## config.mk

```make
export PLATFORM = sky130hd
export DESIGN_NAME = score_bcd_engine
export DESIGN_NICKNAME = d
export VERILOG_FILES = /design/src/rtl/score_bcd_engine.sv
export SDC_FILE = /design/constraint.sdc
export NUM_CORES = 1
export LEC_CHECK = 0
export CAP_MARGIN = 20
export CORE_ASPECT_RATIO = 1.1
export CORE_UTILIZATION = 40
export DETAILED_ROUTE_END_ITERATION = 16
export PLACE_DENSITY_LB_ADDON = 0.25
export RECOVER_POWER = 25
export SLEW_MARGIN = 20
export SYNTH_ARGS = -nofsm -noshare
export SYNTH_HDL_FRONTEND = slang
export SYNTH_SLANG_ARGS = --single-unit
```

## constraint.sdc

```tcl
create_clock -name clk -period 3 [get_ports clk]
set_input_delay 0.6 -clock clk [delete_from_list [all_inputs] [get_ports clk]]
set_output_delay 0.6 -clock clk [all_outputs]
set_load 0.005 [all_outputs]
```

## src/rtl/score_bcd_engine.sv

```systemverilog
// ---------------------------------------------------------------------------
// score_bcd_engine
//
// Score path for the game display. Score writes from the peripheral bus are
// captured, and control words (top TAG_BITS all ones) are filtered out. Each
// captured score is converted to packed BCD by a sequential double-dabble
// that handles one bit per clock. The module also keeps a sticky game-over
// flag and builds the channel-0 display word, which flashes DEAD_PATTERN
// while the game is over.
//
// Ports:
//   clk        system clock, rising edge
//   RSTN       asynchronous active-low reset
//   wr_en      single-cycle bus write strobe
//   wr_data    bus write data [WIDTH-1:0]
//   flash      blink phase for the game-over pattern
//   score_hex  last accepted binary score
//   bcd        last completed conversion (packed BCD, 4*DIGITS bits)
//   busy       conversion in progress
//   done       one-cycle pulse when bcd updates
//   overflow   last completed score did not fit in DIGITS digits
//   game_over  sticky game-over flag
//   disp       display word
//
// Handshake: there is no back-pressure. A write is taken on any rising edge
// where wr_en=1. Completion is reported by a single-cycle done pulse, and
// bcd/overflow are valid from that cycle until the next completion.
// ---------------------------------------------------------------------------
module score_bcd_engine #(
  parameter int          WIDTH        = 32,
  parameter int          DIGITS       = 8,
  parameter int          TAG_BITS     = 4,
  parameter logic [31:0] DEAD_PATTERN = 32'hDEADDEAD
) (
  input  logic                  clk,
  input  logic                  RSTN,
  input  logic                  wr_en,
  input  logic [WIDTH-1:0]      wr_data,
  input  logic                  flash,
  output logic [WIDTH-1:0]      score_hex,
  output logic [4*DIGITS-1:0]   bcd,
  output logic                  busy,
  output logic                  done,
  output logic                  overflow,
  output logic                  game_over,
  output logic [4*DIGITS-1:0]   disp
);

  localparam int BW  = 4 * DIGITS;
  // The BCD field carries one extra carry digit above DIGITS, followed by
  // the binary field.
  localparam int SRW = 4 * (DIGITS + 1) + WIDTH;
  localparam int CW  = $clog2(WIDTH + 1);

  // DEAD_PATTERN is zero-extended first and then cut down to the display width.
  localparam logic [BW+31:0]   DEAD_EXT = {{BW{1'b0}}, DEAD_PATTERN};
  localparam logic [BW-1:0]    DEAD_W   = DEAD_EXT[BW-1:0];
  localparam logic [BW-1:0]    NINES    = {DIGITS{4'h9}};
  localparam logic [TAG_BITS-1:0] TAG_ONES = {TAG_BITS{1'b1}};

  logic [SRW-1:0] sr;
  logic [SRW-1:0] sr_adj;
  logic [SRW-1:0] sr_next;
  logic           shout;
  logic [CW-1:0]  cnt;
  // A 1 shifted out of the carry digit must still count as overflow.
  // Otherwise a carry digit that wraps back to 0 would hide the overflow.
  logic           ovf_sticky;

  logic           is_all_ones;
  logic           is_tagged;
  logic           go_wr;
  logic           score_wr;
  logic           last_iter;
  logic           final_ovf;

  // Write classification. The all-ones word is also tagged, so the game-over
  // word never reaches the score path.
  always_comb begin
    is_all_ones = &wr_data;
    is_tagged   = (wr_data[WIDTH-1 -: TAG_BITS] == TAG_ONES);
    go_wr       = wr_en && is_all_ones;
    score_wr    = wr_en && !is_tagged;
  end

  // One double-dabble step. Every digit of 5 or more gets 3 added, and then
  // the whole register shifts left by one bit.
  always_comb begin
    sr_adj = sr;
    for (int d = 0; d <= DIGITS; d++) begin
      if (sr_adj[WIDTH + 4*d +: 4] >= 4'd5) begin
        sr_adj[WIDTH + 4*d +: 4] = sr_adj[WIDTH + 4*d +: 4] + 4'd3;
      end
    end
    shout   = sr_adj[SRW-1];
    sr_next = {sr_adj[SRW-2:0], 1'b0};
  end

  always_comb begin
    last_iter = busy && (cnt == CW'(1));
    final_ovf = ovf_sticky || shout || (sr_next[SRW-1 -: 4] != 4'd0);
  end

  always_ff @(posedge clk or negedge RSTN) begin
    if (!RSTN) begin
      score_hex  <= '0;
      bcd        <= '0;
      busy       <= 1'b0;
      done       <= 1'b0;
      overflow   <= 1'b0;
      game_over  <= 1'b0;
      sr         <= '0;
      cnt        <= '0;
      ovf_sticky <= 1'b0;
    end else begin
      done <= 1'b0;

      if (busy) begin
        sr         <= sr_next;
        cnt        <= cnt - CW'(1);
        ovf_sticky <= ovf_sticky || shout;
        if (last_iter) begin
          busy <= 1'b0;
          done <= 1'b1;
          if (final_ovf) begin
            overflow <= 1'b1;
            bcd      <= NINES;
          end else begin
            overflow <= 1'b0;
            bcd      <= sr_next[WIDTH +: BW];
          end
        end
      end

      if (go_wr) begin
        game_over <= 1'b1;
      end

      // A score write comes last, so it overrides an in-flight conversion.
      // A completion on this same edge has already been published above.
      if (score_wr) begin
        score_hex  <= wr_data;
        game_over  <= 1'b0;
        sr         <= {{(SRW-WIDTH){1'b0}}, wr_data};
        cnt        <= CW'(WIDTH);
        busy       <= 1'b1;
        ovf_sticky <= 1'b0;
      end
    end
  end

  assign disp = (game_over && flash) ? DEAD_W : bcd;

endmodule
```

== After elaboration in Yosys (flattened, before gate mapping) ==
Index checks and enable logic that the tools add are counted.
Word-level totals
  register bits after elaboration: 143
  bits of input ports: 36
  output and inout port bits: 100
Operators by class
  add/sub/neg operators: 10
  magnitude comparators: 9
  equality and inequality tests: 2
  mux-type cells: 25
  reductions and logical operators: 12
Operators with widths (count)
  $mux 68: 2
  $mux 32: 2
  $add 4x2->4 const B: 9
  $ge 4x3->1 const B: 9
  $mux 4: 9
  $reduce_and 32->1: 1
  $mux 6: 2
  $mux 1: 10
  $eq 6x1->1 const B: 1
  $sub 6x1->6 const B: 1
  $eq 4x4->1 const B: 1
  $logic_and 1x1->1: 4
  $reduce_bool 2->1: 2
  $reduce_bool 4->1: 1
  $logic_or 1x1->1: 2
  $reduce_and 2->1: 1
  $logic_not 1->1: 1

== Longest topological paths before layout ==
Gate-level depths: netlist of run 1.
  depth in word-level cells: 5
  mapped depth: 8
  mapped depth without buffers: 6

== Least setup slack after synthesis of run 1 ==
OpenSTA, ideal clock, no wires.
  path type: flip-flop to flip-flop
  start point: reg sr[60]
  end point: reg bcd[22]
  setup time: 0.122 ns
  data arrival time: 1.826 ns
  required time: 2.878 ns
  path slack: 1.052 ns
  stages on the path, launching flop included: 9
  buffers on the path: 2
  period minus slack after synthesis: 1.948 ns
  path through: dfrtp_1 -> buf_2 -> inv_1 -> ha_1 -> nor2b_1 -> or3_4 -> o211a_4 -> buf_6 -> a32o_1
On the way
  cells in the longest elaborated chain, start to end: 5
  elaborated cells between the ends (all ways): 6
  those cells by class: add/sub (1); order compare (1); mux (2); reduce/logical (2)
RTL lines
  start, declared: line 61  | logic [SRW-1:0] sr;
  start signal, assigned: line 119  | sr <= sr_next;
  start signal, assigned: line 144  | sr <= {{(SRW-WIDTH){1'b0}}, wr_data};
  $add 4x2->4 / $ge 4x3->1 (equally long branches): line 92, 91
  $mux 4 *: line 91  | if (sr_adj[WIDTH + 4*d +: 4] >= 4'd5) begin
  $reduce_bool 4->1 *: line 101  | final_ovf = ovf_sticky || shout || (sr_next[SRW-1 -: 4] != 4'd0);
  $logic_or 1x1->1 *: line 101
  $mux 32 *: line 125  | if (final_ovf) begin
  end signal, assigned: line 130  | bcd <= sr_next[WIDTH +: BW];
  end, declared: line 41  | output logic [4*DIGITS-1:0] bcd,
Mark *: on every way between the ends. The rest lies on a longest branch, timed or not.
A chain may end at the register's enable or synchronous reset.

== Final worst setup path of run 1 ==
  start point: in flash
  end point: out disp[13]
On the way
  cells in the longest elaborated chain, start to end: 2
RTL lines
  start, declared: line 39  | input logic flash,
  $logic_and 1x1->1: line 152  | assign disp = (game_over && flash) ? DEAD_W : bcd;
  $mux 32: line 152
  end, declared: line 46  | output logic [4*DIGITS-1:0] disp
No other way between the ends.

==> results of run 1 <==
## registers in the layout, summed over array words and instances, names as in the netlist
name	count
sr	68
bcd	32
score_hex	32
cnt	6
busy	1
done	1
game_over	1
overflow	1
ovf_sticky	1
## through the flow
stage	hold WS [ns]	setup slack [ns]	total power (uW)	cell area, sq um
after floorplan	0.304	1.05	3460	7200
after detailed placement	0.462	0.356	4440	8740
final	0.471	0.387	6640	9350
after CTS	0.219	0.350	6730	9380
after global placement	0.457	0.395	4410	8740
after global routing	0.505	0.253	7050	9350
## cells in the final DEF, fill, tap and decap left out, types with 3 or more instances in the layout
| cell | instances |
|---|---|
| nand2_1 | 117 |
| inv_1 | 31 |
| inv_6 | 5 |
| a211oi_1 | 8 |
| o21ai_0 | 54 |
| ha_1 | 20 |
| bufinv_16 | 4 |
| xnor2_1 | 5 |
| buf_4 | 10 |
| mux2i_1 | 32 |
| and2_1 | 25 |
| clkinv_2 | 3 |
| a211o_1 | 14 |
| o21a_1 | 7 |
| a32o_1 | 15 |
| nor2_1 | 34 |
| nand4_1 | 7 |
| dfrtp_1 | 142 |
| nand2b_1 | 45 |
| nand3_1 | 19 |
| a31oi_1 | 24 |
| clkdlybuf4s50_1 | 134 |
| nor3b_1 | 17 |
| a21oi_1 | 52 |
| clkbuf_16 | 17 |
| o211ai_1 | 8 |
## cell families (layout without fill, tap and decap cells)
family                   after synthesis  count (layout)  share of synthesized area
AO/OA/AOI/OAI                        190             190                      0.170
adder cells (fa/ha/maj)               20              20                     0.0348
XOR/XNOR                               6               6                    0.00730
flip-flops                           143             143                      0.497
buffers and inverters                 80             211                     0.0485
AND/OR/NAND/NOR                      282             282                      0.197
multiplexers                          33              33                     0.0460
## critical path: stages
cell,delay (ns)
clkdlybuf4s50_1,0.40
nand2_1,0.06
buf_4,0.28
and2_1,0.17
clkdlybuf4s50_1,0.50
## power by group through the flow
stage                     registers [uW]  clock network (uW)  logic (uW)
final                               2580                2250        1810
after global routing                2630                2390        2030
after CTS                           2580                2310        1840
after detailed placement            2610                   0        1830
after global placement              2610                   0        1800
after floorplan                     2500                   0         956
## layout make-up
type / count / area (sq um) / share of cell area
Sequential cell: 143 / 3580 / 0.383
Clock buffer: 17 / 425 / 0.0455
Tap cell: 238 / 298 / 0.0318
Timing Repair Buffer: 147 / 1450 / 0.155
Multi-Input combinational cell: 531 / 3270 / 0.350
Clock inverter: 15 / 206 / 0.0221
Inverter: 32 / 121 / 0.0130
## Yosys cell counts (14+ instances only)
cell type  instances
and2_1            26
ha_1              20
nor3b_1           17
a32o_1            15
nor2_1            34
mux2i_1           32
clkbuf_1          27
a211o_1           14
o21ai_0           54
nand2b_1          45
a31oi_1           24
dfrtp_1          143
nand2_1          117
a21oi_1           52
nand3_1           19
inv_1             31
## final timing paths
check	startpoint	end	slack, ns	depth (start not counted)
max	flash	disp[13]	0.39	5
min	score_hex[20]	score_hex[20]	0.47	2
max reg2reg	busy	bcd[29]	0.84	5
min reg2reg	score_hex[20]	score_hex[20]	0.47	2
max in group asynchronous	RSTN	sr[27]	0.67	2
min in group asynchronous	RSTN	sr[59]	0.67	1
## layer usage
metal | part of all wire | up-vias
met3 | 0.054 | 10
met4 | 0.0085 | 0
li1 | - | 2875
met1 | 0.48 | 2798
met2 | 0.46 | 159
met5 | 0 | -
==> results.cfg, run 1 <==
[status]
run_status = finished, violations left
violations = capacitance limit, slew limit

[power_and_ir_drop]
p_comb_frac = 0.273
p_sw_uw = 1910
power_frac_clock = 0.340
power_density_nw_per_um2 = 710
seq_power_share = 0.388
peakVddDrop_v = 0.000443
intPower_uw = 4730
p_sw_frac = 0.288
p_leak_uw = 0.00429

[timing]
max_slew_margin = -0.220
setup_viol = 0
finalHoldViolCount = 0
fin_tns_setup_ns = 0
skew_ns = 0.0123
min_period_ns = 2.61
fmax_mhz = 383
rsz0062_at_grt = false
fin_crit_sh = 0.871
tightest_slew_ns = 1.83
slew_violations = 72

[clock_tree]
postCtsHoldBufs = 0
post-cts-setup-buffers = 0
cts_buffer_depth = 2
path_clk_slew_ns = 0.06
htree_levels = 4
cts_tree = yes
cts_root_buf = clkbuf_16
cts-resized-gates = 0
insertion_delay_ns = 0.42
clock-sinks = 143
cts_made_buffers = 17

[synth]
synth_nets = 810
ys_seq_area_frac = 0.497
synth_warnings = 0
synth_area_leaders = dfrtp_1, nand2_1, mux2i_1, nand2b_1, o21ai_0
syn_avg_cell_area_sq_um = 9.55
synth_edf_count = 0
synth_seq_cells = 143
synth_flop_cell = dfrtp_1
netlist.area_leader.share = 0.497
synth_top_area_cell = dfrtp_1
synthArstFlopShare = 1.00
syn_inst = 754
yosysUniqueCellTypes = 51
syn_area_sq_um = 7200

[global_route]
grt_pass1_vias = 5593
overflow = 0
antenna_found_initial = 0
met2_usage = 0.297
met1_usage = 0.252
busiest_layer = met2
use_met3 = 0.0495
grt_pass1_wl_microns = 27300
grt_max_degree = 73
grtUsageTotal = 0.187

[detailed_routing]
drtPass1Iterations = 5
drt.antenna.violating_nets = 0
wl_microns = 16200
viasPerCell = 5.20
via_count = 5842
drtIter0Drc = 281
drcViolationCount = 0
post_drt_wl_per_cell_microns = 14.5

[floorplan]
initial_core_util = 0.407
dieWidth_microns = 130
die-area_sq_um = 18500
coreArea_sq_um = 17700
placementRows = 51
io_pins = 136
die_h_microns = 143

[critical_path]
cp_max_fo = 32
critPathKind = in2out
required_ns = 2.40
critPathCaptureType = output pin
arrival_ns = 2.01
cp-start-kind = input pin

[finish]
syn2layout_area_growth_pct = 29.9
layout.nets = 928
fin_util = 0.529
fin_cells = 1123
antennaDiodeCount = 0
drive_above_1_share = 0.0667
fill_cells = 1637

[place]
post-place-cells = 1091
routabilityCongestion = 0.789
dp_hpwl_microns = 10800
portBuffers = 135

[min_path]
hp-class = reg2reg

[flow_run]
maxCapViolations = 1
No activity file was read; power rests on OpenSTA's default activity.
==> run 2, diff against run 1 <==
--- a/config.mk
+++ b/config.mk
@@ -9,6 +9,7 @@
 export CORE_ASPECT_RATIO = 1.1
 export CORE_UTILIZATION = 40
 export DETAILED_ROUTE_END_ITERATION = 16
+export GPL_TIMING_DRIVEN = 0
 export PLACE_DENSITY_LB_ADDON = 0.25
 export RECOVER_POWER = 25
 export SLEW_MARGIN = 20
==> results.cfg, run 2 (synthesis results as in run 1) <==
[place]
dp_hpwl_microns = 13000
portBuffers = 135
dpl_cell_area_sq_um = 8880
routabilityCongestion = 0.836
post-place-cells = 1128

[clock_tree]
cts_tree = yes
cts_made_buffers = 17
cts_root_buf = clkbuf_16
cts-resized-gates = 0
post-cts-setup-buffers = 0
insertion_delay_ns = 0.42
path_clk_slew_ns = 0.06
cts_buffer_depth = 2
postCtsHoldBufs = 0
htree_levels = 4
clock-sinks = 143

[power_and_ir_drop]
seq_power_share = 0.377
p_sw_uw = 1980
intPower_uw = 4680
p_leak_uw = 0.00435
p_sw_frac = 0.297
peakVddDrop_v = 0.000420
p_comb_frac = 0.293
power_frac_clock = 0.330
power_density_nw_per_um2 = 702
total_power_uw = 6660

[floorplan]
initial_core_util = 0.407
coreArea_sq_um = 17700
placementRows = 51
die_h_microns = 143
dieWidth_microns = 130
die-area_sq_um = 18500
io_pins = 136

[global_route]
overflow = 0
grt_pass1_wl_microns = 29700
grt_max_degree = 88
grtUsageTotal = 0.210
grt_pass1_vias = 5684
antenna_found_initial = 0

[critical_path]
arrival_ns = 2.27
path_cells = clkdlybuf4s50_1, nand2_1, clkbuf_1, and2_1, clkdlybuf4s50_1
critPathKind = in2out
cpMostUsedCell = clkdlybuf4s50_1
critPathCaptureType = output pin
crit_family = buffers and inverters
cp_max_fo = 10
required_ns = 2.40
cp-start-kind = input pin
path_buf_inv = 3
slowest_stage = clkdlybuf4s50_1
worst_path_largest_cell_delay_ns = 0.52

[finish]
layout.nets = 965
drive_above_1_share = 0.0672
largest-register = sr
syn2layout_area_growth_pct = 31.7
final_cell_mix = dfrtp_1, clkdlybuf4s50_1, nand2_1, o21ai_0, a21oi_1
fin_cells = 1160
largest_reg_flops = 68
top_regs = sr (68), bcd (32), score_hex (32)
stdcell_area_sq_um = 9480
antennaDiodeCount = 0
layout_commonest_cell = dfrtp_1

[min_path]
hp-class = reg2reg

[timing]
fin_crit_sh = 0.958
finalHoldViolCount = 0
slew_violations = 87
tightest_slew_ns = 2.21
max_slew_margin = -0.471
setup_viol = 0
rsz0062_at_grt = false
skew_ns = 0.00793
min_period_ns = 2.87
fmax_mhz = 348

[detailed_routing]
viasPerCell = 5.21
drt.antenna.violating_nets = 0
drtIter0Drc = 400
post_drt_wl_per_cell_microns = 15.8
wl_microns = 18300
via_count = 6039
drtPass1Iterations = 5
drcViolationCount = 0

[status]
violations = capacitance limit, slew limit
run_status = finished, violations left

[flow_run]
maxCapViolations = 1
run 2: cell count changes in the layout (fill, tap and decap cells not counted), moves of 2 or more:
cell,change
inv_6,-2
buf_4,-7
clkinvlp_4,-2
clkbuf_1,+28
buf_6,+3
buf_1,+4
buf_2,+10
clkinv_4,+5
run 2: final timing paths:
check / from / endpoint / slack [ns] / cells past startpoint
max: flash / disp[1] / 0.13 / 5
min: score_hex[21] / score_hex[21] / 0.47 / 2
max reg2reg: sr[60] / bcd[13] / 0.86 / 8
min reg2reg: score_hex[21] / score_hex[21] / 0.47 / 2
max in group asynchronous: RSTN / sr[28] / 0.89 / 1
min in group asynchronous: RSTN / bcd[27] / 0.84 / 1
run 2: area by class of cell:
cell class                      count  area, sq um
Tap cell                          238          298
Fill cell                        1657         8190
Clock inverter                     14          183
Clock buffer                       18          429
Inverter                           32          121
Multi-Input combinational cell    531         3270
Buffer                             48          228
Timing Repair Buffer              136         1370
Sequential cell                   143         3580
run 2: per-layer routing:
metal  vias to the layer above  global-route usage  part of all wire  wire [microns]
li1                       2941                   -                 -               -
met1                      2888               0.274              0.45            8220
met2                       190               0.339              0.47            8660
met3                        20              0.0476             0.062            1140
met4                         0              0.0759             0.014             265
met5                         -                   0                 0               0
run 2: worst min-delay path: stages (launching register included):
cell	delay, ns
dfrtp_1	0.34
nand2_1	0.05
nand2_1	0.05
run 2: power by group through the flow:
stage	Clock [uW]	Sequential (uW)	Combinational (uW)
2_1_floorplan	0	2500	956
3_3_place_gp	0	2540	1930
3_5_place_dp	0	2550	1960
4_1_cts	2230	2520	1970
5_1_grt	2310	2560	2160
6_report	2190	2510	1950
run 2: per-stage QoR:
step / hold WS, ns / utilization / TNS (ns) / setup WS (ns)
finish: 0.471 / 0.537 / 0 / 0.126
CTS: 0.206 / 0.537 / 0 / 0.0837
floorplan: 0.304 / - / 0 / 1.05
detailed placement: 0.461 / 0.503 / 0 / 0.0796
global placement: 0.458 / 0.501 / -654.61 / -4.59
global route: 0.498 / 0.537 / 0 / 0.0120
==> run 3, diff against run 2 <==
--- a/config.mk
+++ b/config.mk
@@ -7,6 +7,7 @@
 export LEC_CHECK = 0
 export CAP_MARGIN = 20
 export CORE_ASPECT_RATIO = 1.1
+export CORE_MARGIN = 4
 export CORE_UTILIZATION = 40
 export DETAILED_ROUTE_END_ITERATION = 16
 export GPL_TIMING_DRIVEN = 0
==> results.cfg, run 3 (synthesis results as in run 1) <==
[finish]
area.sequential_sq_um = 3580
largest-register = sr
largest_reg_flops = 68
layout_commonest_cell = dfrtp_1
antennaDiodeCount = 0
multi_input_area_sq_um = 3270
top_regs = sr (68), bcd (32), score_hex (32)
drive_above_1_share = 0.0662
fill_cells = 1631
final_cell_mix = dfrtp_1, clkdlybuf4s50_1, nand2_1, o21ai_0, a21oi_1
stdcell_area_sq_um = 9450
syn2layout_area_growth_pct = 31.3
layout.nets = 965

[power_and_ir_drop]
intPower_uw = 4600
power_density_nw_per_um2 = 695
p_sw_frac = 0.299
power_frac_clock = 0.318
seq_power_share = 0.384
p_leak_uw = 0.00432
p_sw_uw = 1960
peakVddDrop_v = 0.000414
p_comb_frac = 0.297

[global_route]
grt_pass1_vias = 6020
grt_pass1_wl_microns = 30500
overflow = 0
grtUsageTotal = 0.191
grt_max_degree = 90
antenna_found_initial = 0

[floorplan]
initial_core_util = 0.407
io_pins = 136
coreArea_sq_um = 17700
placementRows = 51
die-area_sq_um = 20200
die_h_microns = 149
dieWidth_microns = 136

[min_path]
hp-class = reg2reg

[clock_tree]
cts_tree = yes
clock-sinks = 143
cts-resized-gates = 0
insertion_delay_ns = 0.42
htree_levels = 4
path_clk_slew_ns = 0.06
postCtsHoldBufs = 0
cts_root_buf = clkbuf_16
cts_buffer_depth = 2
post-cts-setup-buffers = 0
cts_made_buffers = 17

[timing]
fin_tns_setup_ns = 0
skew_ns = 0.00914
fmax_mhz = 351
slew_violations = 0
min_period_ns = 2.85
max_slew_margin = 0.0481
fin_hold_ws_ns = 0.471
fin_crit_sh = 0.949
setup_viol = 0
rsz0062_at_grt = false
setup_slack_ns = 0.153
finalHoldViolCount = 0
tightest_slew_ns = 1.43

[detailed_routing]
post_drt_wl_per_cell_microns = 16.0
drtPass1Iterations = 5
wl_microns = 18600
drcViolationCount = 0
drtIter0Drc = 347
viasPerCell = 5.22
drt.antenna.violating_nets = 0
via_count = 6052

[critical_path]
critPathKind = in2out
worst_path_largest_cell_delay_ns = 0.50
cp-start-kind = input pin
cpMostUsedCell = clkdlybuf4s50_1
critPathCaptureType = output pin
cp_max_fo = 10
slowest_stage = clkdlybuf4s50_1
crit_family = buffers and inverters
required_ns = 2.40
path_cells = clkdlybuf4s50_1, nand2_1, clkbuf_1, and2_1, clkdlybuf4s50_1
path_buf_inv = 3
arrival_ns = 2.25

[place]
dpl_cell_area_sq_um = 8880
dpl_worst_slack_ns = 0.134
portBuffers = 135
routabilityCongestion = 0.843
dp_hpwl_microns = 13200

[flow_run]
maxCapViolations = 0

[status]
run_status = complete, no violations
## run 3: path summary, 6_finish.rpt
kind	start	cells after the start	endpoint	slack, ns
max	flash	5	disp[4]	0.15
min	score_hex[21]	2	score_hex[21]	0.47
max reg2reg	sr[60]	8	bcd[2]	0.85
min reg2reg	score_hex[21]	2	score_hex[21]	0.47
max in group asynchronous	RSTN	2	score_hex[0]	1.41
min in group asynchronous	RSTN	1	bcd[28]	0.50
## run 3: through the flow
step / total power (uW) / instances / utilization
after floorplan: 3460 / 754 / -
final: 6570 / 1159 / 0.535
after detailed placement: 4530 / 1128 / 0.503
after global routing: 6950 / 1159 / 0.535
after CTS: 6630 / 1159 / 0.535
after global placement: 4490 / 1127 / 0.501
## run 3: final cells by class
| cell class | count | area share |
|---|---|---|
| timing repair buffer | 136 | 0.145 |
| clock buffer | 19 | 0.0469 |
| tap | 238 | 0.0315 |
| sequential | 143 | 0.379 |
| clock inverter | 12 | 0.0147 |
| inverter | 32 | 0.0128 |
| multi-input combinational | 531 | 0.346 |
| buffer | 48 | 0.0241 |
## run 3: worst min-delay path, stage by stage (launching register included)
cell	delay [ns]
dfrtp_1	0.34
nand2_1	0.05
nand2_1	0.05
## run 3: power groups by stage
stage	logic (uW)	registers (uW)	clock network, uW
2_1_floorplan	956	2500	0
3_3_place_gp	1940	2550	0
3_5_place_dp	1970	2560	0
4_1_cts	1980	2530	2120
5_1_grt	2170	2570	2210
6_report	1950	2520	2090
## run 3: routing by layer
layer,share of wire,vias up,global-route usage
met5,0,-,0
met4,0.020,0,0.0696
met3,0.077,31,0.0548
met2,0.46,181,0.310
met1,0.44,2902,0.242
li1,-,2938,-
